[src/rtl/mxu_pkg.sv]
// Shared types and default dimensions for the weight-stationary systolic matrix unit.
package mxu_pkg;

    localparam int unsigned DefaultRows  = 4;
    localparam int unsigned DefaultCols  = 4;
    localparam int unsigned DefaultDataW = 8;
    localparam int unsigned DefaultAccW  = 32;
    localparam int unsigned DefaultOutW  = 16;

    typedef enum logic [1:0] {
        StIdle,
        StLoadW,
        StCompute,
        StDrain
    } mxu_state_e;

endpackage

[src/rtl/mxu_pe.sv]
// Processing element: stationary weight, eastward activation register, MAC into a southward
// partial-sum register.
module mxu_pe #(
    parameter int unsigned DATA_W = 8,
    parameter int unsigned ACC_W  = 32
) (
    input  logic              clk,
    input  logic              reset,
    input  logic              en,
    input  logic              signed_mode,
    input  logic              w_load,
    input  logic [DATA_W-1:0] w_in,
    input  logic [DATA_W-1:0] a_in,
    input  logic [ACC_W-1:0]  psum_in,
    output logic [DATA_W-1:0] a_out,
    output logic [ACC_W-1:0]  psum_out
);

    logic [DATA_W-1:0]   w_q;
    logic [DATA_W-1:0]   a_q;
    logic [ACC_W-1:0]    psum_q;
    logic [2*DATA_W-1:0] a_ext;
    logic [2*DATA_W-1:0] w_ext;
    logic [2*DATA_W-1:0] prod;
    logic [ACC_W-1:0]    prod_ext;

    // Operands are extended to the product width so one unsigned multiplier serves both modes;
    // the low 2*DATA_W bits of a two's-complement product are mode independent.
    always_comb begin
        a_ext    = signed_mode ? {{DATA_W{a_in[DATA_W-1]}}, a_in} : {{DATA_W{1'b0}}, a_in};
        w_ext    = signed_mode ? {{DATA_W{w_q[DATA_W-1]}}, w_q} : {{DATA_W{1'b0}}, w_q};
        prod     = a_ext * w_ext;
        prod_ext = signed_mode ? ACC_W'($signed(prod)) : ACC_W'(prod);
    end

    always_ff @(posedge clk) begin
        if (reset) begin
            w_q    <= '0;
            a_q    <= '0;
            psum_q <= '0;
        end else begin
            if (w_load) begin
                w_q <= w_in;
            end
            if (en) begin
                a_q    <= a_in;
                psum_q <= psum_in + prod_ext;
            end
        end
    end

    assign a_out    = a_q;
    assign psum_out = psum_q;

endmodule

[src/rtl/systolic_mxu.sv]
// Weight-stationary ROWS x COLS systolic matrix unit with skewed inputs and deskewed outputs.
// Define MXU_SATURATE_EN to clamp each column sum to the OUT_W range instead of wrapping.
module systolic_mxu
    import mxu_pkg::*;
#(
    parameter int unsigned ROWS   = DefaultRows,
    parameter int unsigned COLS   = DefaultCols,
    parameter int unsigned DATA_W = DefaultDataW,
    parameter int unsigned ACC_W  = DefaultAccW,
    parameter int unsigned OUT_W  = DefaultOutW
) (
    input  logic                   clk,
    input  logic                   reset,
    input  logic                   signed_mode,
    input  logic                   w_valid,
    output logic                   w_ready,
    input  logic [COLS*DATA_W-1:0] w_data,
    input  logic                   a_valid,
    output logic                   a_ready,
    input  logic [ROWS*DATA_W-1:0] a_data,
    input  logic                   a_last,
    output logic                   r_valid,
    input  logic                   r_ready,
    output logic [COLS*OUT_W-1:0]  r_data,
    output logic                   busy
);

    localparam int unsigned Lat  = ROWS + COLS;
    localparam int unsigned RowW = (ROWS > 1) ? $clog2(ROWS) : 1;

    mxu_state_e            state_q, state_d;
    logic [RowW-1:0]       row_q, row_d;
    logic                  loaded_q, loaded_d;
    logic                  signed_q, signed_d;
    logic [Lat:0]          tok_q;
    logic [ROWS*DATA_W-1:0] a_in_q;
    logic [COLS*OUT_W-1:0] r_data_q;
    logic [COLS*OUT_W-1:0] res_data;
    logic                  stall, en, w_fire, a_fire, w_last_beat, drain_done;

    logic [DATA_W-1:0] skew_out [ROWS];
    logic [DATA_W-1:0] a_fwd    [ROWS][COLS];
    logic [ACC_W-1:0]  psum     [ROWS][COLS];
    logic [ACC_W-1:0]  col_sum  [COLS];

    assign stall   = tok_q[Lat] && !r_ready;
    assign en      = !stall;
    assign w_ready = (state_q == StIdle) || (state_q == StLoadW);
    // A pending weight beat wins in IDLE, so the activation is not handshaken alongside it.
    assign a_ready = (((state_q == StIdle) && !w_valid) || (state_q == StCompute)) &&
                     loaded_q && en;
    assign w_fire      = w_valid && w_ready;
    assign a_fire      = a_valid && a_ready;
    assign w_last_beat = (row_q == RowW'(ROWS - 1));
    assign drain_done  = tok_q[Lat] && r_ready && !(|tok_q[Lat-1:0]);
    assign busy        = (state_q != StIdle);
    assign r_valid     = tok_q[Lat];
    assign r_data      = r_data_q;

    always_comb begin
        state_d  = state_q;
        row_d    = row_q;
        loaded_d = loaded_q;
        signed_d = signed_q;
        if (w_fire) begin
            row_d = w_last_beat ? '0 : row_q + RowW'(1);
            if (row_q == '0) begin
                signed_d = signed_mode;
            end
            if (w_last_beat) begin
                loaded_d = 1'b1;
            end
        end
        case (state_q)
            StIdle: begin
                if (w_fire) begin
                    state_d = w_last_beat ? StIdle : StLoadW;
                end else if (a_fire) begin
                    state_d = a_last ? StDrain : StCompute;
                end
            end
            StLoadW: begin
                if (w_fire && w_last_beat) begin
                    state_d = StIdle;
                end
            end
            StCompute: begin
                if (a_fire && a_last) begin
                    state_d = StDrain;
                end
            end
            StDrain: begin
                if (drain_done) begin
                    state_d = StIdle;
                end
            end
            default: state_d = StIdle;
        endcase
    end

    always_ff @(posedge clk) begin
        if (reset) begin
            state_q  <= StIdle;
            row_q    <= '0;
            loaded_q <= 1'b0;
            signed_q <= 1'b0;
            tok_q    <= '0;
            a_in_q   <= '0;
            r_data_q <= '0;
        end else begin
            state_q  <= state_d;
            row_q    <= row_d;
            loaded_q <= loaded_d;
            signed_q <= signed_d;
            if (en) begin
                tok_q    <= {tok_q[Lat-1:0], a_fire};
                a_in_q   <= a_fire ? a_data : '0;
                r_data_q <= res_data;
            end
        end
    end

    for (genvar i = 0; i < ROWS; i++) begin : g_skew
        if (i == 0) begin : g_direct
            assign skew_out[i] = a_in_q[DATA_W-1:0];
        end else begin : g_delay
            logic [DATA_W-1:0] sr_q [i];
            always_ff @(posedge clk) begin
                if (reset) begin
                    for (int k = 0; k < i; k++) begin
                        sr_q[k] <= '0;
                    end
                end else if (en) begin
                    sr_q[0] <= a_in_q[i*DATA_W +: DATA_W];
                    for (int k = 1; k < i; k++) begin
                        sr_q[k] <= sr_q[k-1];
                    end
                end
            end
            assign skew_out[i] = sr_q[i-1];
        end
    end

    for (genvar i = 0; i < ROWS; i++) begin : g_row
        for (genvar j = 0; j < COLS; j++) begin : g_col
            logic [DATA_W-1:0] a_src;
            logic [ACC_W-1:0]  ps_src;
            if (j == 0) begin : g_a_edge
                assign a_src = skew_out[i];
            end else begin : g_a_inner
                assign a_src = a_fwd[i][j-1];
            end
            if (i == 0) begin : g_p_edge
                assign ps_src = '0;
            end else begin : g_p_inner
                assign ps_src = psum[i-1][j];
            end
            mxu_pe #(
                .DATA_W(DATA_W),
                .ACC_W (ACC_W)
            ) u_pe (
                .clk        (clk),
                .reset      (reset),
                .en         (en),
                .signed_mode(signed_q),
                .w_load     (w_fire && (row_q == RowW'(i))),
                .w_in       (w_data[j*DATA_W +: DATA_W]),
                .a_in       (a_src),
                .psum_in    (ps_src),
                .a_out      (a_fwd[i][j]),
                .psum_out   (psum[i][j])
            );
        end
    end

    for (genvar j = 0; j < COLS; j++) begin : g_deskew
        localparam int unsigned Depth = COLS - 1 - j;
        logic [OUT_W-1:0] res;
        if (Depth == 0) begin : g_direct
            assign col_sum[j] = psum[ROWS-1][j];
        end else begin : g_delay
            logic [ACC_W-1:0] dq [Depth];
            always_ff @(posedge clk) begin
                if (reset) begin
                    for (int k = 0; k < Depth; k++) begin
                        dq[k] <= '0;
                    end
                end else if (en) begin
                    dq[0] <= psum[ROWS-1][j];
                    for (int k = 1; k < Depth; k++) begin
                        dq[k] <= dq[k-1];
                    end
                end
            end
            assign col_sum[j] = dq[Depth-1];
        end
`ifdef MXU_SATURATE_EN
        logic [ACC_W-1:0] hi_u;
        logic [ACC_W-1:0] hi_s;
        // The sum fits when the bits above the result width are pure extension bits.
        always_comb begin
            hi_u = col_sum[j] >> OUT_W;
            hi_s = $signed(col_sum[j]) >>> (OUT_W - 1);
            if (signed_q) begin
                if ((hi_s == '0) || (hi_s == '1)) begin
                    res = col_sum[j][OUT_W-1:0];
                end else if (col_sum[j][ACC_W-1]) begin
                    res = {1'b1, {(OUT_W-1){1'b0}}};
                end else begin
                    res = {1'b0, {(OUT_W-1){1'b1}}};
                end
            end else begin
                res = (hi_u == '0) ? col_sum[j][OUT_W-1:0] : '1;
            end
        end
`else
        assign res = col_sum[j][OUT_W-1:0];
`endif
        assign res_data[j*OUT_W +: OUT_W] = res;
    end

endmodule

[config.mk]
export PLATFORM = sky130hd
export DESIGN_NAME = systolic_mxu
export DESIGN_NICKNAME = d
export VERILOG_FILES = /design/src/rtl/mxu_pkg.sv /design/src/rtl/mxu_pe.sv /design/src/rtl/systolic_mxu.sv
export SDC_FILE = /design/constraint.sdc
export NUM_CORES = 2
export LEC_CHECK = 0
export CAP_MARGIN = 0
export CORE_MARGIN = 4
export CORE_UTILIZATION = 30
export CTS_CLUSTER_DIAMETER = 200
export DETAILED_ROUTE_END_ITERATION = 8
export PLACE_DENSITY = 0.5
export REMOVE_ABC_BUFFERS = 1
export SETUP_SLACK_MARGIN = 0.15
export SLEW_MARGIN = 20
export SYNTH_ARGS = -nofsm -noshare
export SYNTH_HDL_FRONTEND = slang
export SYNTH_SLANG_ARGS = --single-unit
export TNS_END_PERCENT = 20
[constraint.sdc]
create_clock -name clk -period 11.7 [get_ports clk]
set_input_delay 2.925 -clock clk [delete_from_list [all_inputs] [get_ports clk]]
set_output_delay 2.925 -clock clk [all_outputs]
set_load 0.005 [all_outputs]
# Word level (Yosys, flattened, before mapping)
# Memories as Yosys holds them, arrays and structs flattened. A register that Yosys moved wholly into a read port is not among the register bits.
# Cells that the tools add are included.
[totals] mem_bits_rw=240 regBits=783 out_inout_bits=68 n_memories=6 elab_cells=210
[classes] multipliers=16 n_bitwise=10 reduce_logical=31 n_mux=73 eq_ne=10 n_addsub=13
[mem_list] memory="g_deskew[0].g_delay.dq" depth=3 width=32 rd=3 rd_ports_with_merged_regs=1 write_ports=3 line_no="systolic_mxu.sv:182" source="logic [ACC_W-1:0] dq [Depth];"
[mem_list] memory="g_deskew[1].g_delay.dq" depth=2 width=32 rd=2 rd_ports_with_merged_regs=1 write_ports=2 line_no="systolic_mxu.sv:182"
[mem_list] memory="g_deskew[2].g_delay.dq" depth=1 width=32 rd=1 rd_ports_with_merged_regs=1 write_ports=1 line_no="systolic_mxu.sv:182"
[mem_list] memory="g_skew[3].g_delay.sr_q" depth=3 width=8 rd=3 rd_ports_with_merged_regs=0 write_ports=3 line_no="systolic_mxu.sv:127" source="logic [DATA_W-1:0] sr_q [i];"
[mem_list] memory="g_skew[2].g_delay.sr_q" depth=2 width=8 rd=2 rd_ports_with_merged_regs=0 write_ports=2 line_no="systolic_mxu.sv:127"
[mem_list] memory="g_skew[1].g_delay.sr_q" depth=1 width=8 rd=1 rd_ports_with_merged_regs=0 write_ports=1 line_no="systolic_mxu.sv:127"
[op_table] op="32-bit 2-to-1 mux" n=19
[op_table] op="16-bit 2-to-1 mux" n=32
[op_table] op="32-bit adder" n=9
[op_table] op="16-bit by 16-bit multiplier with 16-bit output" n=16
[op_table] op="16-bit adder" n=3
[op_table] op="8-bit 2-to-1 mux" n=6
[op_table] op="32-bit OR reduction" n=1
[op_table] op="8-bit OR reduction" n=2
[op_table] op="1-bit logical AND" n=13
[op_table] op="2-bit 2-to-1 mux" n=6
[op_table] op="1-bit OR" n=10
[op_table] op="1-bit 2-to-1 mux" n=9
[op_table] op="2-bit equality test, second input constant" n=4
[op_table] op="2-bit one-hot mux with 4 select lines" n=1
[op_table] op="1-bit logical NOT" n=7
[op_table] op="2-bit by 1-bit equality test with 1-bit output, second input constant" n=2
[op_table] op="2-bit logical NOT" n=2
[op_table] op="2-bit by 1-bit inequality test with 1-bit output, second input constant" n=2
[op_table] op="2-bit AND reduction" n=2
[op_table] op="4-bit AND reduction" n=1
[op_table] op="3-bit inequality test, second input constant" n=1
[op_table] op="2-bit by 1-bit adder with 2-bit output, second input constant" n=1
[op_table] op="1-bit logical OR" n=2
[op_table] op="2-bit inequality test, second input constant" n=1
[op_table] op="2-bit nonzero test" n=1

# Depth between registers and ports, before layout
[depth] ltp_word=9 ltp_mapped=31 ltp_nobuf=26

# Cells and area by module
# From an unflattened synthesis, not the netlist that was laid out.
[unflattened] cells_unflattened=13612 hier_area_um2=118068.2
[by_module_without_submodules] module="mxu_pe (g_row[2].g_col[2].u_pe ...)" cells_each=811 area_each_um2=6855.3 seq_area_each_um2=960.9 n_inst=6
[by_module_without_submodules] module="mxu_pe (g_row[0].g_col[0].u_pe ...)" cells_each=781 area_each_um2=6655.1 seq_area_each_um2=960.9 n_inst=5
[by_module_without_submodules] module="mxu_pe (g_row[1].g_col[2].u_pe ...)" cells_each=815 area_each_um2=6836.6 seq_area_each_um2=960.9 n_inst=4
[by_module_without_submodules] module="systolic_mxu" cells_each=745 area_each_um2=9260.1 seq_area_each_um2=6546.3 n_inst=1
[by_module_without_submodules] module="mxu_pe (g_row[1].g_col[1].u_pe)" cells_each=836 area_each_um2=7054.3 seq_area_each_um2=960.9 n_inst=1

# Worst setup path after synthesis
# OpenSTA, ideal clock, no wires.
[synth_path] path_type="input-to-reg" from="input port r_ready" to="register g_row[1].g_col[3].u_pe.psum_q[7]" stages=5 t_arrival_ns=7.813 path_buffers=1 path_slack_ns=3.528 setup_ns=0.359 cell_sequence="nand2b_1 nor2_1 clkinv_1 clkbuf_1 o32ai_1"
[synth_between] elab_chain_cells=2
[synth_rtl] element="start: declaration" line_no="systolic_mxu.sv:23" source="input logic r_ready,"
[synth_rtl] element="1-bit logical NOT" line_no="systolic_mxu.sv:46" source="assign stall = tok_q[Lat] && !r_ready;"
[synth_rtl] element="1-bit logical AND" line_no="systolic_mxu.sv:46"
[synth_rtl] element="end signal: assignment" line_no="mxu_pe.sv:47" source="psum_q <= psum_in + prod_ext;"
[synth_rtl] element="end: declaration" line_no="mxu_pe.sv:21" source="logic [ACC_W-1:0] psum_q;"
# No other way between the ends.
# A chain may end at the register's enable or synchronous reset.

# Worst setup path after layout
[layout_path] from="input port r_ready" to="output port a_ready"
[layout_between] elab_chain_cells=4
[layout_rtl] element="1-bit logical NOT" line_no="systolic_mxu.sv:46"
[layout_rtl] element="1-bit logical AND" line_no="systolic_mxu.sv:46"
[layout_rtl] element="1-bit logical NOT" line_no="systolic_mxu.sv:47" source="assign en = !stall;"
[layout_rtl] element="1-bit logical AND" line_no="systolic_mxu.sv:51" source="loaded_q && en;"
[layout_rtl] element="end: declaration" line_no="systolic_mxu.sv:19" source="output logic a_ready,"
# No other way between the ends.

==> results list <==
* Result of the run: finished, final reports clean
* Maximum number of pins on one net before global-route repair: 148
* Die ar.: 301,000 sq um
- The floorplan step set the die height to 548 um.
- Number of remaining DRC errors: 0
* Commonest non-fill, non-tap cell in the layout: inv_1
- After layout, the minimum clock period comes to 7500 ps.
- Vias after detailed routing: 60,400
- Number of max-cap violations: 0
- Worst Path Arrival: 4570 ps
- Post-Route Setup TNS: 0 ps
- Clock latency on the worst-skew pair, taken at its later pin, is 740 ps.
- From left edge to right edge, the die measures 548 um.
* Max FO, Critical Path: 5
- Critical path, cell by cell: clkdlybuf4s50_1, nand2b_1, nand2_1, nor3_1, clkdlybuf4s50_1
* Count of hold buffers inserted by post-cts repair: 0
* First-pass GRT wire length: 355 mm
* Non-Filler Instances: 13,300
- Clock tree synthesis inserted a total of 95 buffers.
* Sequential share of the synthesized area: 18.4%
- In the final routing, the length of wire on met1 measures 100 mm.
* Master cell of the clock root buffer: clkbuf_16
- Number of failing hold endpoints at the final stage: 0
* First DRT Iteration DRCs: 2,482
- Starting density of the core: 30.1%
- The number of antenna violations at the first check in global routing came to 4.
* Slew headroom: 16.0%
- Synthesis inferred 735 register bits.
- VDD sags by at most 0.104 mV.
- In this run the standard cell core region covers 291,000 sq um.
- Final Instance Area: 96,100 sq um
- In this run the most critical hold path is launched from g_row[3].g_col[0].u_pe.psum_out[14].
- Number of setup buffers added after CTS: 0
* # resized after CTS: 0
* Setup repair after global routing missed its margin: false
* Post-layout nets: 11,600
- In this design, the stage delay of the slowest critical-path cell is 560 ps.
* Mean routed wirelength per cell: 15.9 um
* Number of unique standard cell types used by synthesis: 62
- The count of nets left with antenna violations once routing finished came out at 0.
- At the end of routability-driven placement, the weighted congestion stood at 0.829.
* Routed met2 length: 102 mm
* Clock-pin transition on the worst setup and hold timing paths: 50 ps
* Commonest cells after routing, fill and taps aside: 1,989 x inv_1, 1,283 x fa_1, 944 x ha_1, 899 x and2_1, 813 x nand2_1
* Leakage component of the power: 0.0468 uW
- The post-route netlist has 2.37% of its cells at a drive strength greater than 1.
* Number of I/O port buffers: 138
* Final critical-path share of the clock period: 64.1%
- For the final database, setup skew stands at 56.2 ps.
- Register-to-register setup slack: 4270 ps
- The floorplan has 198 rows.
* Clk sinks: 735
- Via count normalized by instance count: 4.54
* Overflow after GRT: 0
- Global-route usage over all layers: 14.4%
* Half-perimeter wire length of the detailed placement result: 171 mm
* Power density relative to cell area: 61.5 nW/um^2
* Max frequency: 0.133 GHz
* Depth of the worst register-to-register path: 27
- In this run the number of H-tree levels came out at 3.
* Class of the tightest hold or removal check: reg2reg
* Cell repeated most along the worst path: clkdlybuf4s50_1
* Yosys warning count: 0
- Relative to the synthesized area, the layout overhead comes to 9.65%.
- Each instance of the synthesized netlist takes up on average 9.27 sq um.
* Clock tree from TritonCTS: done
* Mapped Cells: 9,450
- Startpoint kind of the worst setup timing path: input pin
- The synthesized design contains 144 enable-type register cells.
* Most frequently used flop master after synthesis: dfxtp_1
* Startpoint of the worst register-to-register path: signed_q
* Slew @ Worst Pin: 1260 ps
* Detailed-router iteration count before antenna repair: 7
- The clock passes through at most 3 buffers.
* Cell with the biggest individual delay on the critical path: clkdlybuf4s50_1
- Count of final setup violators: 0
* Total standard cell area after synthesis: 87,600 sq um
- Hold Path Stages: 2
- 139 I/O pins were placed.
* Highest metal layer with signal wires: met4
- In this run the critical register-to-register path is captured at g_row[3].g_col[1].u_pe.psum_out[15].
- For this run, asynchronously set or reset flops after synthesis account for 0%.
- The via count of the first global-routing pass is 65,700.
- For hold timing, the worst endpoint is g_row[3].g_col[0].u_pe.psum_out[14].
- Summing all placed instances gives a cell area of 92,800 sq um.
- Kind of end point of the critical path: output port
- Number of cells after detailed placement: 13,100
* Number of pins with negative max-slew slack in the final report: 0
- The critical path is of the in2out type.
- After detailed routing, the met3 layer carries 5.53 mm of wire.
- STA puts the critical path data required time at 8780 ps.
- WL final: 212 mm
[layout make-up]
cell class | instances | area (sq um)
antenna | 5 | 12.5
clock buffer | 123 | 2610
clock inverter | 54 | 714
fill | 30200 | 195000
inverter | 1993 | 7490
multi-input combinational | 6348 | 62600
sequential | 735 | 16200
tap | 3900 | 4880
timing repair buffer | 162 | 1600
[Yosys cell counts (all sizes together), types with 7 or more instances]
master     n  area, sq um
inv     1992         7480
fa      1283        25700
ha       944        11800
and2     904         5660
nand2    815         3060
dfxtp    591        11800
xnor2    468         4100
clkbuf   364         1370
a21oi    297         1490
a22o     280         2450
o21ai    226         1130
nor2     193          724
and3     159          995
edfxtp   144         4320
nand3    127          651
xor2     119         1040
nor3      88          440
a21o      62          465
nor2b     40          250
o211ai    34          255
o22ai     29          181
a31oi     28          175
o21a      27          203
or3       21          131
a211oi    20          150
nand2b    20          125
o31ai     19          143
o41ai     18          188
a32o      16          160
o21bai    13         97.6
or2       12         75.1
or4       11         82.6
buf       10         40.0
o31a      10         87.6
nor4       9         56.3
a41o       8         80.1
a41oi      7         61.3
[stage by stage]
stage | power [uW] | hold WS (ps) | worst slack, ps | utilization (%)
detailed placement | 2860 | 435 | 4180 | 31.9
floorplan | 2730 | 417 | -15780 | -
CTS | 6030 | 447 | 4180 | 33.0
finish | 5910 | 441 | 4200 | 33.0
global route | 6120 | 455 | 3880 | 33.0
global placement | 2860 | 427 | 4220 | 31.9
[state kept, by name (all words and copies together), names as in the netlist]
register / cells
g_skew.g_delay.sr_q: 48
a_in_q: 32
g_deskew.g_delay.dq: 96
g_row.g_col.u_pe.w_q: 128
signed_q: 1
g_row.g_col.u_pe.a_out: 96
loaded_q: 1
g_row.g_col.u_pe.psum_out: 256
tok_q: 9
row_q: 2
r_data: 64
state_q: 2
[worst max-delay path: cells and delay by family]
| family | cells | cell delay, ps |
|---|---|---|
| buf+inv | 2 | 1030 |
| simple gates | 3 | 620 |
[where the power goes]
group          switching [uW]  leakage, uW  total, uW  internal [uW]
clock                    1270      0.00159       3100           1840
sequential               50.1      0.00654       2640           2590
combinational             123       0.0386        167           43.1
total                    1440       0.0468       5910           4470
[how the worst max path moves through the flow]
stage	depth (start not counted)	slack [ps]	to	start
2_1_floorplan	4	-15780	g_row[0].g_col[3].u_pe.psum_out[10]	r_ready
3_3_place_gp	27	4220	g_row[3].g_col[1].u_pe.psum_out[15]	signed_q
3_5_place_dp	5	4180	a_ready	w_valid
4_1_cts	5	4180	a_ready	r_ready
5_1_grt	27	3880	g_row[3].g_col[1].u_pe.psum_out[15]	signed_q
6_report	5	4200	a_ready	r_ready
[metal layers]
layer  vias up  global-route usage (%)
met5         -                       0
met4         0                    3.35
met3       230                    1.40
met2       725                    25.0
met1     30200                    19.4
li1      29200                       -
[kinds of logic after synthesis]
kind of cell	count (synthesis)	share of synthesized area, %
AO/OA/AOI/OAI	1125	8.67
XOR/XNOR	590	5.94
adder cells (fa/ha/maj)	2227	42.8
buffers and inverters	2367	10.1
flip-flops	735	18.4
AND/OR/NAND/NOR	2406	14.0
No activity file was read; power rests on OpenSTA's default activity.
